===== src/rtl/alu.sv =====
// Registered ALU execute stage: nine unsigned arithmetic/logic ops with
// carry/borrow/zero/parity/invalid flags, all outputs one cycle after sampling.
module alu #(
  parameter int BUS_WIDTH = 8
) (
  input  logic                 clk,
  input  logic                 rst_n,
  input  logic [3:0]           opcode,
  input  logic [BUS_WIDTH-1:0] a,
  input  logic [BUS_WIDTH-1:0] b,
  input  logic                 carry_in,
  output logic [BUS_WIDTH-1:0] y,
  output logic                 carry_out,
  output logic                 borrow,
  output logic                 zero,
  output logic                 parity,
  output logic                 invalid_op
);
  localparam int N = BUS_WIDTH;

  typedef enum logic [3:0] {
    OP_ADD = 4'd1, OP_ADC = 4'd2, OP_SUB = 4'd3, OP_INC = 4'd4, OP_DEC = 4'd5,
    OP_AND = 4'd6, OP_NOT = 4'd7, OP_ROL = 4'd8, OP_ROR = 4'd9
  } op_e;

  logic [N-1:0] y_d, y_q;
  logic         carry_d, carry_q, borrow_d, borrow_q;
  logic         zero_d, zero_q, parity_d, parity_q, inv_d, inv_q;
  logic [N:0]   a_x, b_x, ci_x, one_x, ext;

  assign a_x   = {1'b0, a};
  assign b_x   = {1'b0, b};
  assign ci_x  = {{N{1'b0}}, carry_in};
  assign one_x = {{N{1'b0}}, 1'b1};

  // N+1-bit results: the top bit is the carry (add) or borrow (subtract).
  always_comb begin
    ext      = '0;
    y_d      = '0;
    carry_d  = 1'b0;
    borrow_d = 1'b0;
    inv_d    = 1'b0;
    case (opcode)
      OP_ADD: begin ext = a_x + b_x;        {carry_d, y_d} = ext; end
      OP_ADC: begin ext = a_x + b_x + ci_x; {carry_d, y_d} = ext; end
      OP_SUB: begin ext = a_x - b_x;        {borrow_d, y_d} = ext; end
      OP_INC: begin ext = a_x + one_x;      {carry_d, y_d} = ext; end
      OP_DEC: begin ext = a_x - one_x;      {borrow_d, y_d} = ext; end
      OP_AND: y_d = a & b;
      OP_NOT: y_d = ~a;
      OP_ROL: y_d = {a[N-2:0], a[N-1]};
      OP_ROR: y_d = {a[0], a[N-1:1]};
      default: inv_d = 1'b1;
    endcase
    zero_d   = (y_d == '0);
    parity_d = ^y_d;
  end

  always_ff @(posedge clk or negedge rst_n) begin
    if (!rst_n) begin
      y_q      <= '0;
      carry_q  <= 1'b0;
      borrow_q <= 1'b0;
      zero_q   <= 1'b0;
      parity_q <= 1'b0;
      inv_q    <= 1'b0;
    end else begin
      y_q      <= y_d;
      carry_q  <= carry_d;
      borrow_q <= borrow_d;
      zero_q   <= zero_d;
      parity_q <= parity_d;
      inv_q    <= inv_d;
    end
  end

  assign y          = y_q;
  assign carry_out  = carry_q;
  assign borrow     = borrow_q;
  assign zero       = zero_q;
  assign parity     = parity_q;
  assign invalid_op = inv_q;
endmodule


===== config.mk =====
export PLATFORM = sky130hd
export DESIGN_NAME = alu
export DESIGN_NICKNAME = d
export VERILOG_FILES = /design/src/rtl/alu.sv
export SDC_FILE = /design/constraint.sdc
export NUM_CORES = 1
export LEC_CHECK = 0
export ABC_AREA = 1
export CAP_MARGIN = 20
export CELL_PAD_IN_SITES_DETAIL_PLACEMENT = 2
export CELL_PAD_IN_SITES_GLOBAL_PLACEMENT = 2
export CORE_ASPECT_RATIO = 1.4
export CORE_MARGIN = 10
export CORE_UTILIZATION = 28
export CTS_CLUSTER_DIAMETER = 200
export CTS_CLUSTER_SIZE = 20
export DETAILED_ROUTE_END_ITERATION = 8
export PLACE_DENSITY = 0.8
export SYNTH_ARGS = -nofsm -noshare
export SYNTH_HDL_FRONTEND = slang
export SYNTH_SLANG_ARGS = --single-unit

===== constraint.sdc =====
create_clock -name clk -period 0.8 [get_ports clk]
set_clock_uncertainty 0.2 [all_clocks]
set_input_delay 0.12 -clock clk [delete_from_list [all_inputs] [get_ports clk]]
set_output_delay 0.12 -clock clk [all_outputs]
set_load 0.03 [all_outputs]

==> results of run 1 <==
## stage by stage
step	setup slack [ns]	cell area [µm²]	util [%]	setup TNS, ns
2_1_floorplan	-1.63	2220	-	-12.44
3_5_place_dp	-2.65	3360	45.1	-25.26
3_3_place_gp	-2.41	3360	45.1	-23.31
## logic make-up after synthesis
| logic type | after synthesis | synth area share, % |
|---|---|---|
| AOI/OAI and AO/OA | 46 | 13.0 |
| and+or+nand+nor | 197 | 41.1 |
| buffers and inverters | 65 | 12.2 |
| adders and majority gates | 26 | 15.7 |
| xor gates and xnor gates | 7 | 2.84 |
| DFF | 13 | 15.0 |
==> impl_metrics.ini, run 1 <==
[run_status]
status = aborted with a tool error
stop_stage = 4_1_cts
error = [ERROR DPL-0033] detailed placement checks failed during check placement.

[place]
io_buffers = 35
gp_congestion = 0.898
placed_cells = 578
dp_hpwl_mm = 10.0

[clock_network]
cts_setup_buffers = 35
cts.path.max_buffers = 2
post_cts_resized = 219
cts_sinks = 13
cts_buffers = 3
root_buffer = clkbuf_8
htree_levels = 1
hold_buffers = 0

[logic_synthesis]
synth_top_cell_area_share_pct = 15.0
synthesis.area_mm2 = 0.00216
syn-num-nets = 403
synth_area_leaders = dfrtp_1 (15%), ha_1 (14%), nand2_1 (13%), inv_1 (9.9%), nand3_1 (9.5%)
synth_edf_count = 0
synth_area_per_cell_um2 = 6.11
seq_area_frac_synth_pct = 15.0
synth-async-reset-ratio_pct = 100
ys.warnings.count = 0
yosysUniqueCellTypes = 34
yosys.area.top_type = dfrtp_1
synthTopCellsByCount = nand2_1 (77), inv_1 (57), nor2_1 (45)
yosysMostFrequentCell = nand2_1
ys_ff_latch = 13
netlist_instances = 354
synthFlopType = dfrtp_1

[floorplanning]
fp.dieH_um = 124
fp-row-count = 37
ioPinCount = 36
fp.dieW_um = 94.3
start_util_pct = 29.0
==> inputs of run 2 (changes only) <==
- CELL_PAD_IN_SITES_DETAIL_PLACEMENT: 2 -> default
- CELL_PAD_IN_SITES_GLOBAL_PLACEMENT: 2 -> default
- CORE_ASPECT_RATIO: 1.4 -> default
- CORE_UTILIZATION: 28 -> 40
- CTS_CLUSTER_DIAMETER: 200 -> default
- CTS_CLUSTER_SIZE: 20 -> default
- PLACE_DENSITY: 0.8 -> default
- PLACE_DENSITY_LB_ADDON: default -> 0.15
==> run 2 against run 1 <==
Effect of this change: area after synthesis stayed put; synthesized cell count did not move; the flow now finishes, with violations (negative setup slack).
==> impl_metrics.ini, run 2 <==
[critical_path]
crit_path_end_kind = flop
crit_fanout = 3
start_kind = primary input
crit_type = primary input to flop
worstPathRequired_ns = 0.77
critical_path_arrival_ns = 2.38

[place]
dp_hpwl_mm = 6.55
gp_congestion = 0.978
io_buffers = 35
placed_cells = 563
dp_slack_ns = -2.48

[routing]
drtIter0Drc = 179
drt_wl_total_mm = 9.16
ant_nets = 0
vias = 3081
viasPerCell = 5.24
drc_errors = 0
routedWlPerCell_um = 15.6
drt-pass1-iter-count = 7

[grt]
grt_use_total_pct = 20.2
grt_pass1_vias = 3096
grt.overflow.total = 0
grt_pass1_wl_mm = 14.5
antenna_found_initial = 0
grt_max_degree = 14

[logic_synthesis]
synth_edf_count = 0
ys_ff_latch = 13
synth_area_per_cell_um2 = 6.11
seq_area_frac_synth_pct = 15.0
yosysMostFrequentCell = nand2_1
yosysUniqueCellTypes = 34
syn-num-nets = 403
ys.warnings.count = 0
synth_area_leaders = dfrtp_1 (15%), ha_1 (14%), nand2_1 (13%), inv_1 (9.9%), nand3_1 (9.5%)
synth_top_cell_area_share_pct = 15.0
netlist_instances = 354
synthesis.area_mm2 = 0.00216
synth-async-reset-ratio_pct = 100
yosys.area.top_type = dfrtp_1
synthFlopType = dfrtp_1
synthTopCellsByCount = nand2_1 (77), inv_1 (57), nor2_1 (45)

[clock_network]
clk_transition_reported_paths_ns = 0.06
htree_levels = 1
cts_buffers = 3
hold_buffers = 0
cts_tree = yes
cts.path.max_buffers = 2
root_buffer = clkbuf_8
cts_sinks = 13

[timing]
rsz0062_at_grt = true
slew_headroom_pct = 65.7
hold_viol = 0
slew_violations = 0
max_slew.worst_pin.slew_ns = 0.510
fin_ws_ns = -1.61
period_share_pct = 301
setup_violations = 25
timing.hold.ws_ns = 0.00278
min_period_ns = 2.41
fmax_mhz = 416

[floorplanning]
dieArea_mm2 = 0.00875
start_util_pct = 41.8
fp.dieW_um = 93.5
coreArea_mm2 = 0.00517
ioPinCount = 36
fp.dieH_um = 93.5
fp-row-count = 26

[power]
p_per_area_mw_per_mm2 = 1060
p_leak_uw = 0.00208
ir_drop_uv = 929

[run_status]
status = complete, but fails checks
violations = negative setup slack

[final_layout]
layout_commonest_cell = buf_4
fill_cells = 331
antenna_cells = 0
largest_register_ffs = 8
multi_input_area_mm2 = 0.00210
utilization_pct = 81.3
fin_cells = 588
layout_common_cells = buf_4 (118), nand2_1 (62), inv_1 (32)
syn2layout_area_growth_pct = 94.4
regArea_um2 = 325
fin_nets = 568
layout-drive-gt1-share_pct = 55.2

[run]
max-cap-violations = 0

[hold_path]
min_path_type = primary input to asynchronous set/reset pin
-- run 2: cell counts after synthesis --
No cell type changed its count.
-- run 2: area by class of cell --
type | count | share of cell area, %
flip-flops and latches | 13 | 7.74
multi-input cells | 276 | 50.0
well taps | 70 | 2.08
clock buffers | 4 | 1.07
inverters | 59 | 5.68
repair buffers | 166 | 33.4
-- run 2: worst paths after layout --
kind / start / endpoint / slack, ns / cells after the start
min in group clk: opcode[3] / invalid_op / 0.08 / 4
min: rst_n / parity / 0.003 / 2
max in group asynchronous: rst_n / zero / 0.28 / 2
max: a[0] / parity / -1.61 / 16
-- run 2: logic make-up after synthesis --
group / share of synthesized area (%)
AND/OR/NAND/NOR: 41.1
AO/OA/AOI/OAI: 13.0
adder cells (fa/ha/maj): 15.7
buffers and inverters: 12.2
XOR/XNOR: 2.84
flip-flops: 15.0
-- run 2: what timing repair did --
item,4_1_cts,5_1_grt
setup buffers,19,10
pin swaps,50,42
endpoints found under the setup margin,26,26
resized for setup,177,44
-- run 2: power breakdown --
part | switching [µW] | internal, µW
Clock | 265 | 354
Sequential | 51.3 | 753
Combinational | 1560 | 1470
Total | 1870 | 2570
-- run 2: per-layer routing --
metal / global-route usage [%] / up-vias / wire length, µm
met3: 2.64 / 37 / 534
met4: 9.38 / 0 / 407
met2: 37.5 / 129 / 4610
li1: - / 1492 / -
met5: 0 / - / 0
met1: 22.1 / 1423 / 3610
-- run 2: critical path, stage by stage --
cell and delay [ns]:
buf_8 0.10, ha_4 0.15, inv_2 0.04, fa_2 0.42, inv_2 0.10, ha_4 0.13, inv_2 0.04, buf_4 0.12
buf_4 0.13, a21oi_1 0.19, o21ai_2 0.09, nand3_2 0.10, inv_1 0.07, ha_4 0.22, xor2_2 0.17, xnor2_1 0.17
-- run 2: stage by stage --
stage | power [µW] | area [µm²] | setup TNS, ns
2_1_floorplan | 1980 | 2220 | -12.44
3_3_place_gp | 2970 | 3420 | -22.88
3_5_place_dp | 3010 | 3420 | -23.48
4_1_cts | 4100 | 4030 | -16.84
5_1_grt | 4740 | 4200 | -18.66
6_report | 4450 | 4200 | -17.06
(Power assumes the default switching activity.)
